--- src/rtl/tape_player_if.sv ---
// Byte-read port from the tape player to the RAM arbiter.
// Each request is held until a single-cycle ack returns the data.
interface tape_player_if #(
  parameter int unsigned ADDR_W = 25
);
  logic              mem_rd;
  logic [ADDR_W-1:0] mem_addr;
  logic [7:0]        mem_din;
  logic              mem_ack;

  modport master (
    output mem_rd,
    output mem_addr,
    input  mem_din,
    input  mem_ack
  );

  modport slave (
    input  mem_rd,
    input  mem_addr,
    output mem_din,
    output mem_ack
  );
endinterface

--- src/rtl/tape_player.sv ---
// Plays a RAM byte image out as a bi-phase cassette signal: zero-byte preamble,
// sync byte, then data, MSB first, fetched one byte ahead of the shifter.
module tape_player #(
  parameter int unsigned ADDR_W       = 25,
  parameter int unsigned HALF_PERIOD  = 600,
  parameter int unsigned PREAMBLE_LEN = 256,
  parameter logic [7:0]  SYNC_BYTE    = 8'hE6
) (
  input  logic              clk_sys,
  input  logic              reset,
  input  logic              ce,
  input  logic              start,
  input  logic [ADDR_W-1:0] base_addr,
  input  logic [15:0]       length,
  output logic              busy,
  output logic              done,
  output logic              underrun,
  output logic              tape_out,
  tape_player_if.master     mem
);

  localparam int unsigned CntW = (HALF_PERIOD > 1) ? $clog2(HALF_PERIOD) : 1;
  localparam int unsigned PreW = (PREAMBLE_LEN > 0) ? $clog2(PREAMBLE_LEN + 1) : 1;
  localparam logic [CntW-1:0] HalfReload = CntW'(HALF_PERIOD - 1);
  localparam logic [PreW-1:0] PreLoad    = PreW'(PREAMBLE_LEN);

  localparam logic [2:0] StIdle = 3'd0;
  localparam logic [2:0] StPre  = 3'd1;
  localparam logic [2:0] StSync = 3'd2;
  localparam logic [2:0] StData = 3'd3;
  localparam logic [2:0] StDone = 3'd4;

  logic [2:0]        state_q, state_d;
  logic [CntW-1:0]   cnt_q, cnt_d;
  logic              phase_q, phase_d;
  logic [2:0]        bit_q, bit_d;
  logic [7:0]        shift_q, shift_d;
  logic [7:0]        hold_q, hold_d;
  logic              hold_vld_q, hold_vld_d;
  logic [PreW-1:0]   pre_q, pre_d;
  logic [15:0]       send_left_q, send_left_d;
  logic [15:0]       fetch_left_q, fetch_left_d;
  logic              rd_q, rd_d;
  logic [ADDR_W-1:0] addr_q, addr_d;
  logic              underrun_q, underrun_d;
  logic              stall_q, stall_d;
  logic              tape_q, tape_d;

  logic       ack_fire;
  logic       load_en;
  logic [7:0] load_byte;

  always_comb begin
    state_d      = state_q;
    cnt_d        = cnt_q;
    phase_d      = phase_q;
    bit_d        = bit_q;
    shift_d      = shift_q;
    hold_d       = hold_q;
    hold_vld_d   = hold_vld_q;
    pre_d        = pre_q;
    send_left_d  = send_left_q;
    fetch_left_d = fetch_left_q;
    rd_d         = rd_q;
    addr_d       = addr_q;
    underrun_d   = underrun_q;
    stall_d      = stall_q;
    tape_d       = tape_q;
    load_en      = 1'b0;
    load_byte    = hold_q;
    ack_fire     = mem.mem_ack & rd_q;

    if (ack_fire) begin
      rd_d       = 1'b0;
      hold_d     = mem.mem_din;
      hold_vld_d = 1'b1;
    end

    unique case (state_q)
      StIdle: begin
        if (start) begin
          state_d      = (PREAMBLE_LEN != 0) ? StPre : StSync;
          pre_d        = PreLoad;
          underrun_d   = 1'b0;
          stall_d      = 1'b0;
          hold_vld_d   = 1'b0;
          send_left_d  = length;
          fetch_left_d = (length != 16'd0) ? length - 16'd1 : 16'd0;
          addr_d       = base_addr;
          rd_d         = (length != 16'd0);
          shift_d      = (PREAMBLE_LEN != 0) ? 8'h00 : SYNC_BYTE;
          tape_d       = (PREAMBLE_LEN != 0) ? 1'b1 : ~SYNC_BYTE[7];
          bit_d        = 3'd7;
          phase_d      = 1'b0;
          cnt_d        = HalfReload;
        end
      end
      StPre, StSync, StData: begin
        if (stall_q) begin
          // Resume straight from the ack data rather than via the holding register.
          if (ack_fire) begin
            load_en   = 1'b1;
            load_byte = mem.mem_din;
          end
        end else if (ce) begin
          if (cnt_q != '0) begin
            cnt_d = cnt_q - CntW'(1);
          end else begin
            cnt_d = HalfReload;
            if (!phase_q) begin
              phase_d = 1'b1;
              tape_d  = shift_q[7];
            end else if (bit_q != 3'd0) begin
              shift_d = {shift_q[6:0], 1'b0};
              bit_d   = bit_q - 3'd1;
              phase_d = 1'b0;
              tape_d  = ~shift_q[6];
            end else if (state_q == StPre) begin
              bit_d   = 3'd7;
              phase_d = 1'b0;
              if (pre_q > PreW'(1)) begin
                pre_d   = pre_q - PreW'(1);
                shift_d = 8'h00;
                tape_d  = 1'b1;
              end else begin
                state_d = StSync;
                shift_d = SYNC_BYTE;
                tape_d  = ~SYNC_BYTE[7];
              end
            end else if (send_left_q == 16'd0) begin
              state_d = StDone;
              tape_d  = 1'b0;
            end else if (hold_vld_q || ack_fire) begin
              load_en   = 1'b1;
              load_byte = hold_vld_q ? hold_q : mem.mem_din;
            end else begin
              // Byte not back yet: freeze the line level and the half-bit timer.
              state_d    = StData;
              stall_d    = 1'b1;
              underrun_d = 1'b1;
            end
          end
        end
      end
      StDone: state_d = StIdle;
      default: state_d = StIdle;
    endcase

    if (load_en) begin
      state_d     = StData;
      shift_d     = load_byte;
      bit_d       = 3'd7;
      phase_d     = 1'b0;
      cnt_d       = HalfReload;
      tape_d      = ~load_byte[7];
      hold_vld_d  = 1'b0;
      stall_d     = 1'b0;
      send_left_d = send_left_q - 16'd1;
      if (fetch_left_q != 16'd0) begin
        rd_d         = 1'b1;
        addr_d       = addr_q + ADDR_W'(1);
        fetch_left_d = fetch_left_q - 16'd1;
      end
    end
  end

  always_ff @(posedge clk_sys) begin
    if (reset) begin
      state_q      <= StIdle;
      cnt_q        <= '0;
      phase_q      <= 1'b0;
      bit_q        <= 3'd0;
      shift_q      <= 8'h00;
      hold_q       <= 8'h00;
      hold_vld_q   <= 1'b0;
      pre_q        <= '0;
      send_left_q  <= 16'd0;
      fetch_left_q <= 16'd0;
      rd_q         <= 1'b0;
      addr_q       <= '0;
      underrun_q   <= 1'b0;
      stall_q      <= 1'b0;
      tape_q       <= 1'b0;
    end else begin
      state_q      <= state_d;
      cnt_q        <= cnt_d;
      phase_q      <= phase_d;
      bit_q        <= bit_d;
      shift_q      <= shift_d;
      hold_q       <= hold_d;
      hold_vld_q   <= hold_vld_d;
      pre_q        <= pre_d;
      send_left_q  <= send_left_d;
      fetch_left_q <= fetch_left_d;
      rd_q         <= rd_d;
      addr_q       <= addr_d;
      underrun_q   <= underrun_d;
      stall_q      <= stall_d;
      tape_q       <= tape_d;
    end
  end

  assign busy         = (state_q == StPre) || (state_q == StSync) || (state_q == StData);
  assign done         = (state_q == StDone);
  assign underrun     = underrun_q;
  assign tape_out     = tape_q;
  assign mem.mem_rd   = rd_q;
  assign mem.mem_addr = addr_q;

endmodule

--- src/flat_wrapper.sv ---
// flat-port wrapper written by rule: the top's interface ports become plain ports
module tape_player_flat 
#(
  parameter int unsigned ADDR_W       = 25,
  parameter int unsigned HALF_PERIOD  = 600,
  parameter int unsigned PREAMBLE_LEN = 256,
  parameter logic [7:0]  SYNC_BYTE    = 8'hE6
)
  (clk_sys, reset, ce, start, base_addr, length, busy, done, underrun, tape_out, mem_mem_rd, mem_mem_addr, mem_mem_din, mem_mem_ack);
  tape_player_if #(.ADDR_W(ADDR_W)) mem_i ();
  input  logic clk_sys;
  input  logic reset;
  input  logic ce;
  input  logic start;
  input  logic [ADDR_W-1:0] base_addr;
  input  logic [15:0] length;
  output logic busy;
  output logic done;
  output logic underrun;
  output logic tape_out;
  output wire logic [$bits(mem_i.mem_rd)-1:0] mem_mem_rd;
  output wire logic [$bits(mem_i.mem_addr)-1:0] mem_mem_addr;
  input wire logic [$bits(mem_i.mem_din)-1:0] mem_mem_din;
  input wire logic [$bits(mem_i.mem_ack)-1:0] mem_mem_ack;
  assign mem_mem_rd = mem_i.mem_rd;
  assign mem_mem_addr = mem_i.mem_addr;
  assign mem_i.mem_din = mem_mem_din;
  assign mem_i.mem_ack = mem_mem_ack;
  tape_player #(.ADDR_W(ADDR_W), .HALF_PERIOD(HALF_PERIOD), .PREAMBLE_LEN(PREAMBLE_LEN), .SYNC_BYTE(SYNC_BYTE)) u_core (.clk_sys(clk_sys), .reset(reset), .ce(ce), .start(start), .base_addr(base_addr), .length(length), .busy(busy), .done(done), .underrun(underrun), .tape_out(tape_out), .mem(mem_i));
endmodule
--- config.mk ---
export PLATFORM = sky130hd
export DESIGN_NAME = tape_player_flat
export DESIGN_NICKNAME = d
export VERILOG_FILES = /design/src/rtl/tape_player_if.sv /design/src/rtl/tape_player.sv /design/src/flat_wrapper.sv
export SDC_FILE = /design/constraint.sdc
export NUM_CORES = 1
export LEC_CHECK = 0
export BUFFER_PORTS_ARGS = -buffer_cell sky130_fd_sc_hd__buf_2
export CAP_MARGIN = 30
export CORE_MARGIN = 2
export CORE_UTILIZATION = 30
export CTS_CLUSTER_SIZE = 25
export DETAILED_ROUTE_END_ITERATION = 10
export SLEW_MARGIN = 20
export SYNTH_ARGS = -nofsm -noshare
export SYNTH_HDL_FRONTEND = slang
export SYNTH_SLANG_ARGS = --single-unit
--- constraint.sdc ---
create_clock -name clk_sys -period 6.91 [get_ports clk_sys]
set_input_delay 0 -clock clk_sys [delete_from_list [all_inputs] [get_ports clk_sys]]
set_output_delay 0 -clock clk_sys [all_outputs]
set_load 0.01 [all_outputs]
==> summary.md, run 1 <==
| Metric | Value |
|---|---|
| Result of the run | completed |
| Number of nets at the end of the flow | 958 |
| Sequential fraction of the synthesis area | 33.0% |
| CTS max path bufs | 2 |
| Post-Synth Simple-Gate Area | 27.6% |
| Required time of the critical path | 7.18 ns |
| Pint | 1.42 mW |
| Placeable core region | 20800 µm² |
| Final setup violating endpoints | 0 |
| XOR/XNOR share of the synthesized area | 3.34% |
| Static leakage | 2.75 nW |
| Final hold violation count | 0 |
| Post-CTS Setup Bufs | 0 |
| Worst slew margin relative to its limit | 34.7% |
| Max_cap viols | 0 |
| Final HPWL from detailed placement | 12500 µm |
| Unique cell type count in the Yosys netlist | 81 |
| Portion of total power attributed to combinational logic | 41.6% |
| Synth Instances | 796 |
| Total wirelength of the detailed-routed design | 18400 µm |
| Kind of start point of the critical path | flip-flop |
| Effective utilization at floorplan | 30.3% |
| Vias after detailed routing | 6435 |
| Maximum net fanout on the critical path | 50 |
| CP bufs+invs | 2 |
| Dominant combinational cell family by area after synthesis | simple AND/OR/NAND/NOR gates |
| Number of enable-type register cells in the synthesized netlist | 0 |
| Final count of pins violating max slew | 0 |
| Buffers on Ports | 83 |
| Maximum VDD drop | 0.000118 V |
| Number of sinks handled by clock tree synthesis | 104 |
| Pin count of the biggest net entering global routing | 63 |
| Cell at the slowest stage of the critical path | sky130_fd_sc_hd__or4_1 |
| Detailed-routing iteration count for the pre-antenna-repair pass | 7 |
| Ports placed on the boundary | 84 |
| Number of cells on the critical path | 9 |
| Worst setup EP type | flip-flop |
| Setup repair after global routing missed its margin | false |
| Clock-pin slew on the worst setup and hold paths | 0.08 ns |
| Share of post-route cells with drive strength above 1 | 15.2% |
| Height of the die | 149 µm |
| Avg Synthesized Cell Area | 7.92 µm² |
| Number of warning messages in the yosys log | 0 |
| Tot Pwr | 2.43 mW |
| Post-Syn Nets | 860 |
| Die area | 22200 µm² |
| Final period utilization | 48.9% |
| Arithmetic-cell share of the synthesized area counting full adders, half adders and majority gates | 1.99% |
| Share of total power in the clock network | 22.0% |
| Combined flip-flop and latch cell area | 2080 µm² |
| Post-Synthesis Cell Area | 6300 µm² |
| Setup slack of the critical path after layout | 3.53 ns |
| Clock root cell | sky130_fd_sc_hd__clkbuf_16 |
| Global-route wire length before repair | 29300 µm |
| Post-detailed-route count of antenna-violating nets | 0 |
| Net switching fraction of the power | 41.5% |
| Multi-input logic area | 3920 µm² |
| Area growth from synthesis to final layout | 21.2% |
| Max stage delay on crit path | 0.79 ns |
| Crit-path leading delay family | simple AND/OR/NAND/NOR gates |
| Number of DRC violations after detailed-routing iteration 0 | 529 |
| Worst hold path cell count | 3 |
| Worst Clk Skew | 0.00984 ns |
| Critical path, cell by cell | inv_1 > ha_1 > and3b_1 > nand2_1 > or4_1 > a21boi_4 > buf_4 > mux2_2 > a311oi_1 |
| CP Class | reg2reg |
| Antenna diode instance count | 0 |
| Time the worst path needs with I/O delays and setup | 3.38 ns |
| Vias in the first global route | 5827 |
| Post-route worst hold slack | 0.0271 ns |
| TritonCTS clock tree | done |
| Clock insertion delay at the later pin of the skew report | 0.36 ns |
| Maximum clock frequency | 0.296 GHz |
| CTS H-Tree Depth | 3 |
| Chip width | 149 µm |
| Sum of negative setup slack | 0 ns |
| Arrival time of data at the critical path endpoint | 3.65 ns |
| Clock buffers created by TritonCTS | 9 |
| Total global routing overflow | 0 |
| Placement-stage worst setup slack | 3.61 ns |
| #FFs+latches synth | 104 |
| Overall fraction of global-route tracks in use | 16.3% |
| Worst min-delay path category | in2reg |
| Share of cell area taken by muxes after synthesis | 3.79% |
| Areal power density over the cells | 318 nW/µm² |
| Final standard cell utilization of the core | 36.7% |
| Post-DR wirelength/cell | 15.7 µm |
| Post-detailed-route DRC marker count | 0 |
| Via density per instance | 5.48 |
| Antenna violations before repair | 0 |
| Fillcell total | 2202 |
| Net Switching | 1.01 mW |
| Worst reg-to-reg path cell count | 9 |
| Flip-flop cell with the highest count after synthesis | sky130_fd_sc_hd__dfxtp_1 |
| Fraction of synthesis flops using an asynchronous set or reset pin | 0% |
| Standard-cell row count | 53 |
| Global placement routability congestion | 0.859 |
| Flop pwr share | 36.4% |
| Transition time of the tightest slew-check pin | 0.971 ns |
| Fraction of the mapped netlist area in compound gates | 25.2% |
power groups by stage:
stage,combinational [mW],clock [mW],sequential [mW]
after global placement,0.981,0,0.892
after detailed placement,0.981,0,0.892
final,1.01,0.534,0.885
after CTS,1.01,0.554,0.881
after floorplan,0.725,0,0.874
after global routing,1.12,0.578,0.908
registers in the layout (all words and copies together) (netlist names), 3 cells and up:
signal,count
u_core.bit_q,3
u_core.cnt_q,10
u_core.fetch_left_q,16
u_core.hold_q,8
u_core.mem.mem_addr,25
u_core.pre_q,9
u_core.send_left_q,16
u_core.shift_q,8
u_core.state_q,3
placed cells by master (no fill, tap or decap), types with 9 or more instances in the layout:
cell type / instances
sky130_fd_sc_hd__nand4_1: 16
sky130_fd_sc_hd__a31oi_1: 30
sky130_fd_sc_hd__a221oi_1: 9
sky130_fd_sc_hd__nand2_1: 98
sky130_fd_sc_hd__o22ai_1: 13
sky130_fd_sc_hd__nor4_1: 16
sky130_fd_sc_hd__o211ai_1: 16
sky130_fd_sc_hd__nand3_1: 29
sky130_fd_sc_hd__a21oi_1: 37
sky130_fd_sc_hd__clkbuf_16: 9
sky130_fd_sc_hd__xor2_1: 13
sky130_fd_sc_hd__buf_2: 83
sky130_fd_sc_hd__nor3_1: 27
sky130_fd_sc_hd__mux2i_1: 16
sky130_fd_sc_hd__or4_1: 10
sky130_fd_sc_hd__ha_1: 10
sky130_fd_sc_hd__xnor2_1: 11
sky130_fd_sc_hd__dfxtp_1: 104
sky130_fd_sc_hd__a22oi_1: 10
sky130_fd_sc_hd__nor2_1: 77
sky130_fd_sc_hd__dlygate4sd3_1: 41
sky130_fd_sc_hd__a311oi_1: 11
sky130_fd_sc_hd__inv_1: 25
sky130_fd_sc_hd__o21ai_0: 19
sky130_fd_sc_hd__or3_1: 12
cells by family (layout without fill, tap and decap cells):
| logic type | count (synthesis) | in the layout |
|---|---|---|
| AO/OA/AOI/OAI | 222 | 222 |
| XOR/XNOR | 24 | 24 |
| adder cells (fa/ha/maj) | 10 | 10 |
| buffers and inverters | 71 | 174 |
| flip-flops | 104 | 104 |
| multiplexers | 23 | 23 |
| AND/OR/NAND/NOR | 342 | 342 |
area by class of cell:
cell class	instances	area share, %
clock buffer	9	2.95
multi-input combinational	621	51.3
sequential	104	27.3
tap	275	4.50
clock inverter	7	1.05
inverter	26	1.28
timing repair buffer	132	11.7
stage by stage:
| stage | std cells | instance area [µm²] |
|---|---|---|
| 2_1_floorplan | 796 | 6300 |
| 3_3_place_gp | 1116 | 6910 |
| 3_5_place_dp | 1116 | 6910 |
| 4_1_cts | 1173 | 7620 |
| 5_1_grt | 1174 | 7640 |
| 6_report | 1174 | 7640 |
what timing repair did:
action / 4_1_cts / 5_1_grt
hold endpoints to repair: 42 / 0
hold buffers: 41 / 0
gates resized for setup: 0 / 0
worst register-to-register path: stages (launching register included):
cell                       delay, ns
sky130_fd_sc_hd__dfxtp_1        0.33
sky130_fd_sc_hd__inv_1          0.08
sky130_fd_sc_hd__ha_1           0.23
sky130_fd_sc_hd__and3b_1        0.20
sky130_fd_sc_hd__nand2_1        0.23
sky130_fd_sc_hd__or4_1          0.80
sky130_fd_sc_hd__a21boi_4       0.22
sky130_fd_sc_hd__buf_4          0.51
sky130_fd_sc_hd__mux2_2         0.46
sky130_fd_sc_hd__a311oi_1       0.25
per-layer routing:
layer	vias to the layer above	global-route usage, %	wire length (µm)
met5	-	0	0
met4	0	5.14	293
met3	28	3.12	874
met2	172	27.0	8550
met1	3033	21.5	8650
li1	3202	-	-
synth_stat cells (7+ instances only):
cell type	number	share of area, %
sky130_fd_sc_hd__nand3b_1	7	0.83
sky130_fd_sc_hd__nor2_1	78	4.6
sky130_fd_sc_hd__nand2_1	98	5.8
sky130_fd_sc_hd__ha_1	10	2.0
sky130_fd_sc_hd__inv_1	25	1.5
sky130_fd_sc_hd__nor3_1	27	2.1
sky130_fd_sc_hd__nand4_1	16	1.6
sky130_fd_sc_hd__o311ai_0	7	0.97
sky130_fd_sc_hd__xor2_1	13	1.8
sky130_fd_sc_hd__or4_1	10	1.2
sky130_fd_sc_hd__nand3_1	29	2.3
sky130_fd_sc_hd__o21ai_0	19	1.5
sky130_fd_sc_hd__a22oi_1	10	1.2
sky130_fd_sc_hd__a211oi_1	7	0.83
sky130_fd_sc_hd__nor4_1	16	1.6
sky130_fd_sc_hd__and3_1	7	0.69
sky130_fd_sc_hd__nor2b_1	7	0.69
sky130_fd_sc_hd__a31oi_1	30	3.0
sky130_fd_sc_hd__xnor2_1	11	1.5
sky130_fd_sc_hd__a311oi_1	11	1.5
sky130_fd_sc_hd__o211ai_1	16	1.9
sky130_fd_sc_hd__a221oi_1	9	1.3
sky130_fd_sc_hd__a21o_1	7	0.83
sky130_fd_sc_hd__dfxtp_1	104	33
sky130_fd_sc_hd__clkbuf_1	32	1.9
sky130_fd_sc_hd__mux2i_1	16	2.5
sky130_fd_sc_hd__a21oi_1	37	2.9
sky130_fd_sc_hd__or3_1	12	1.2
sky130_fd_sc_hd__o22ai_1	13	1.3
final timing paths:
path	slack, ns	endpoint	start
setup / recovery	3.53	u_core.mem.mem_addr[10]$_SDFF_PP0_	u_core.bit_q[0]$_SDFFE_PP0P_
hold / removal	0.03	u_core.send_left_q[0]$_SDFFE_PP0P_	length[0]
setup reg to reg	3.53	u_core.mem.mem_addr[10]$_SDFF_PP0_	u_core.bit_q[0]$_SDFFE_PP0P_
hold reg to reg	0.46	u_core.hold_q[4]$_SDFF_PP0_	u_core.hold_q[4]$_SDFF_PP0_
Power figures use the tool's default switching activity.
==> inputs of run 2 (changes only) <==
- ABC_AREA: unset -> 1
- clock period: 6.91 -> 3.4 ns (I/O delays scaled with it)
==> summary.md, run 2 <==
| Metric | Value |
|---|---|
| Result of the run | completed |
| CTS H-Tree Depth | 3 (unchanged) |
| Final count of pins violating max slew | 0 (unchanged) |
| Via density per instance | 4.90 (-11%) |
| Overall fraction of global-route tracks in use | 17.1% (+0.74 points) |
| Number of nets at the end of the flow | 1288 (+34%) |
| Vias after detailed routing | 7413 (+15%) |
| Share of total power in the clock network | 19.8% (-2.2 points) |
| Fraction of synthesized cell area taken by the top area cell type | 30.0% (-3.1 points) |
| Static leakage | 3.89 nW (+42%) |
| Post-Syn Nets | 1195 (+39%) |
| Clock root cell | sky130_fd_sc_hd__clkbuf_16 |
| Flip-flop count of the largest register after layout | 25 (unchanged) |
| Number of sinks handled by clock tree synthesis | 104 (unchanged) |
| Cell accounting for the most synthesized area | sky130_fd_sc_hd__dfxtp_1 |
| Arrival time of data at the critical path endpoint | 3.12 ns (-0.53 ns) |
| Setup slack of the critical path after layout | 0.492 ns (-3.04 ns) |
| Flop pwr share | 31.0% (-5.4 points) |
| Height of the die | 156 µm (+4.8%) |
| Global placement routability congestion | 0.895 (+4.2%) |
| Final setup violating endpoints | 0 (unchanged) |
| Unique cell type count in the Yosys netlist | 44 (-46%) |
| Maximum clock frequency | 0.344 GHz (+16%) |
| Ports placed on the boundary | 84 (unchanged) |
| Final standard cell utilization of the core | 36.1% (-0.57 points) |
| Pin count of the biggest net entering global routing | 72 (+14%) |
| Sequential fraction of the synthesis area | 30.0% (-3.1 points) |
| Sum of negative setup slack | 0 ns (unchanged) |
| Worst Clk Skew | 0.0145 ns (+0.00471 ns) |
| Total global routing overflow | 0 (unchanged) |
| Areal power density over the cells | 694 nW/µm² (+120%) |
| CTS max path bufs | 2 (unchanged) |
| TritonCTS clock tree | done |
| Post-DR wirelength/cell | 13.5 µm (-14%) |
| Placeable core region | 22700 µm² (+9.1%) |
| #FFs+latches synth | 104 (unchanged) |
| Clock buffers created by TritonCTS | 9 (unchanged) |
| Synth Instances | 1131 (+42%) |
| Post-route worst hold slack | 0.0184 ns (-0.00874 ns) |
| Worst setup EP type | flip-flop |
| Chip width | 156 µm (+4.8%) |
| Post-detailed-route DRC marker count | 0 (unchanged) |
| Total wirelength of the detailed-routed design | 20400 µm (+11%) |
| Clock insertion delay at the later pin of the skew report | 0.37 ns (about the same) |
| CP Class | reg2reg |
| Clock-pin slew on the worst setup and hold paths | 0.08 ns (about the same) |
| Net Switching | 2.62 mW (+160%) |
| Placement-stage worst setup slack | 0.565 ns (-3.04 ns) |
| Top cells by count, synth | 273 x sky130_fd_sc_hd__nand2_1, 193 x sky130_fd_sc_hd__nor2_1, 116 x sky130_fd_sc_hd__inv_1 |
| Flip-flop cell with the highest count after synthesis | sky130_fd_sc_hd__dfxtp_1 |
| Worst min-delay path category | in2reg |
| Final period utilization | 85.5% (+37 points) |
| Total of hold buffers inserted after clock tree synthesis | 29 (-29%) |
| Area growth from synthesis to final layout | 18.1% |
| Pint | 3.08 mW (+120%) |
| Library cell with the highest instance count after synthesis | sky130_fd_sc_hd__nand2_1 |
| Vias in the first global route | 6932 (+19%) |
| Portion of total power attributed to combinational logic | 49.2% (+7.6 points) |
| Number of DRC violations after detailed-routing iteration 0 | 473 (-11%) |
| Antenna diode instance count | 0 (unchanged) |
| Max_cap viols | 0 (unchanged) |
| Global-route wire length before repair | 34100 µm (+16%) |
| Die area | 24400 µm² (+9.9%) |
| Number of enable-type register cells in the synthesized netlist | 0 (unchanged) |
| Setup repair after global routing missed its margin | false |
| Final hold violation count | 0 (unchanged) |
| Kind of start point of the critical path | flip-flop |
| Post-cts sizing count | 0 (unchanged) |
| Avg Synthesized Cell Area | 6.14 µm² (-22%) |
| Standard-cell row count | 55 (+3.8%) |
| Post-CTS Setup Bufs | 0 (unchanged) |
| Share of post-route cells with drive strength above 1 | 11.1% (-4.1 points) |
| Maximum net fanout on the critical path | 71 (+42%) |
| Worst slew margin relative to its limit | 37.0% (+2.3 points) |
| Detailed-routing iteration count for the pre-antenna-repair pass | 5 (-2) |
| Net switching fraction of the power | 45.9% (+4.5 points) |
| Most frequent standard cell in the layout excluding fill and tap cells | sky130_fd_sc_hd__nand2_1 |
| Effective utilization at floorplan | 30.6% (+0.31 points) |
| Number of warning messages in the yosys log | 0 (unchanged) |
| Fraction of synthesis flops using an asynchronous set or reset pin | 0% (unchanged) |
| Antenna violations before repair | 0 (unchanged) |
| Post-detailed-route count of antenna-violating nets | 0 (unchanged) |
| Post-Synthesis Cell Area | 6940 µm² (+10%) |
| Time the worst path needs with I/O delays and setup | 2.91 ns (-0.472 ns) |
| Ranking of synthesized cells by area | sky130_fd_sc_hd__dfxtp_1 30%, sky130_fd_sc_hd__nand2_1 15%, sky130_fd_sc_hd__nor2_1 10%, sky130_fd_sc_hd__inv_1 6.3%, sky130_fd_sc_hd__xor2_1 6.2% |
| Maximum VDD drop | 0.000280 V (+140%) |
| Buffers on Ports | 83 (unchanged) |
| Final HPWL from detailed placement | 14800 µm (+19%) |
| Commonest non-fill, non-tap cells in the layout | 273 x sky130_fd_sc_hd__nand2_1, 193 x sky130_fd_sc_hd__nor2_1, 116 x sky130_fd_sc_hd__inv_1 |
| Transition time of the tightest slew-check pin | 0.944 ns (-0.0276 ns) |
| Required time of the critical path | 3.62 ns (-3.56 ns) |
==> run 2: cell count changes after synthesis, moves of 11 or more <==
cell	delta
sky130_fd_sc_hd__nor2_1	+115
sky130_fd_sc_hd__nand2_1	+175
sky130_fd_sc_hd__inv_1	+91
sky130_fd_sc_hd__mux2i_1	-15
sky130_fd_sc_hd__or3_1	-12
sky130_fd_sc_hd__o211ai_1	-13
sky130_fd_sc_hd__a311oi_1	-11
sky130_fd_sc_hd__nand3_1	+50
sky130_fd_sc_hd__a31oi_1	-26
sky130_fd_sc_hd__a21oi_1	+36
sky130_fd_sc_hd__o21ai_0	+39
sky130_fd_sc_hd__xor2_1	+36
==> run 2: stage by stage <==
stage                     power (mW)  instances  cell area (µm²)
after detailed placement        4.54       1469             7600
after global routing            6.21       1514             8200
after global placement          4.52       1469             7600
after CTS                       5.71       1514             8200
final                           5.69       1514             8200
after floorplan                 3.86       1131             6940
==> run 2: per-layer routing <==
metal  vias to the layer above  part of all wire (%)  track usage [%]
met1                      3384                    49             23.8
met5                         -                     0                0
met3                        27                   5.7             3.25
met4                         0                   1.5             3.89
li1                       3804                     -                -
met2                       198                    44             27.3
==> run 2: critical path, cell delays in order, from the launching register on <==
cell and delay (ns):
sky130_fd_sc_hd__dfxtp_1 0.40, sky130_fd_sc_hd__inv_1 0.08, sky130_fd_sc_hd__ha_1 0.25, sky130_fd_sc_hd__nand2_2 0.15, sky130_fd_sc_hd__nor2_2 0.08, sky130_fd_sc_hd__a21oi_2 0.18, sky130_fd_sc_hd__nand2_1 0.12, sky130_fd_sc_hd__nand2_2 0.11
sky130_fd_sc_hd__nand2_4 0.22, sky130_fd_sc_hd__inv_4 0.29, sky130_fd_sc_hd__nand2_4 0.42, sky130_fd_sc_hd__o21ai_0 0.34, sky130_fd_sc_hd__a21oi_1 0.07
==> run 2: cells by family (layout without fill, tap and decap cells) <==
kind of cell,count (synthesis),after routing,synth area share (%)
compound gates,165,165,12.5
xor+xnor,64,64,8.07
buf+inv,162,260,9.32
mux,1,1,0.144
fa+ha+maj,10,10,1.80
simple gates,625,625,38.2
flops,104,104,30.0
==> run 2: worst paths after layout <==
path / start / end / slack, ns / cells after the start
setup / recovery: u_core.send_left_q[0]$_SDFFE_PP0P_ / u_core.fetch_left_q[8]$_SDFF_PP0_ / 0.49 / 12
hold reg to reg: u_core.cnt_q[0]$_SDFFE_PP0P_ / u_core.cnt_q[0]$_SDFFE_PP0P_ / 0.47 / 1
setup reg to reg: u_core.send_left_q[0]$_SDFFE_PP0P_ / u_core.fetch_left_q[8]$_SDFF_PP0_ / 0.49 / 12
hold / removal: mem_mem_din[7] / u_core.hold_q[7]$_SDFF_PP0_ / 0.02 / 5
==> run 2: area by class of cell <==
class / count / area [µm²]
multi-input cells: 865 / 4220
fillers: 2511 / 14500
clock buffers: 9 / 225
well taps: 285 / 357
flip-flops and latches: 104 / 2080
inverters: 124 / 468
repair buffers: 120 / 766
clock inverters: 7 / 86.3
==> run 2: power groups by stage <==
stage | logic, mW | registers (mW) | clock network, mW
4_1_cts | 2.80 | 1.76 | 1.16
6_report | 2.80 | 1.76 | 1.13
5_1_grt | 3.21 | 1.81 | 1.19
3_5_place_dp | 2.75 | 1.79 | 0
2_1_floorplan | 2.12 | 1.74 | 0
3_3_place_gp | 2.74 | 1.79 | 0
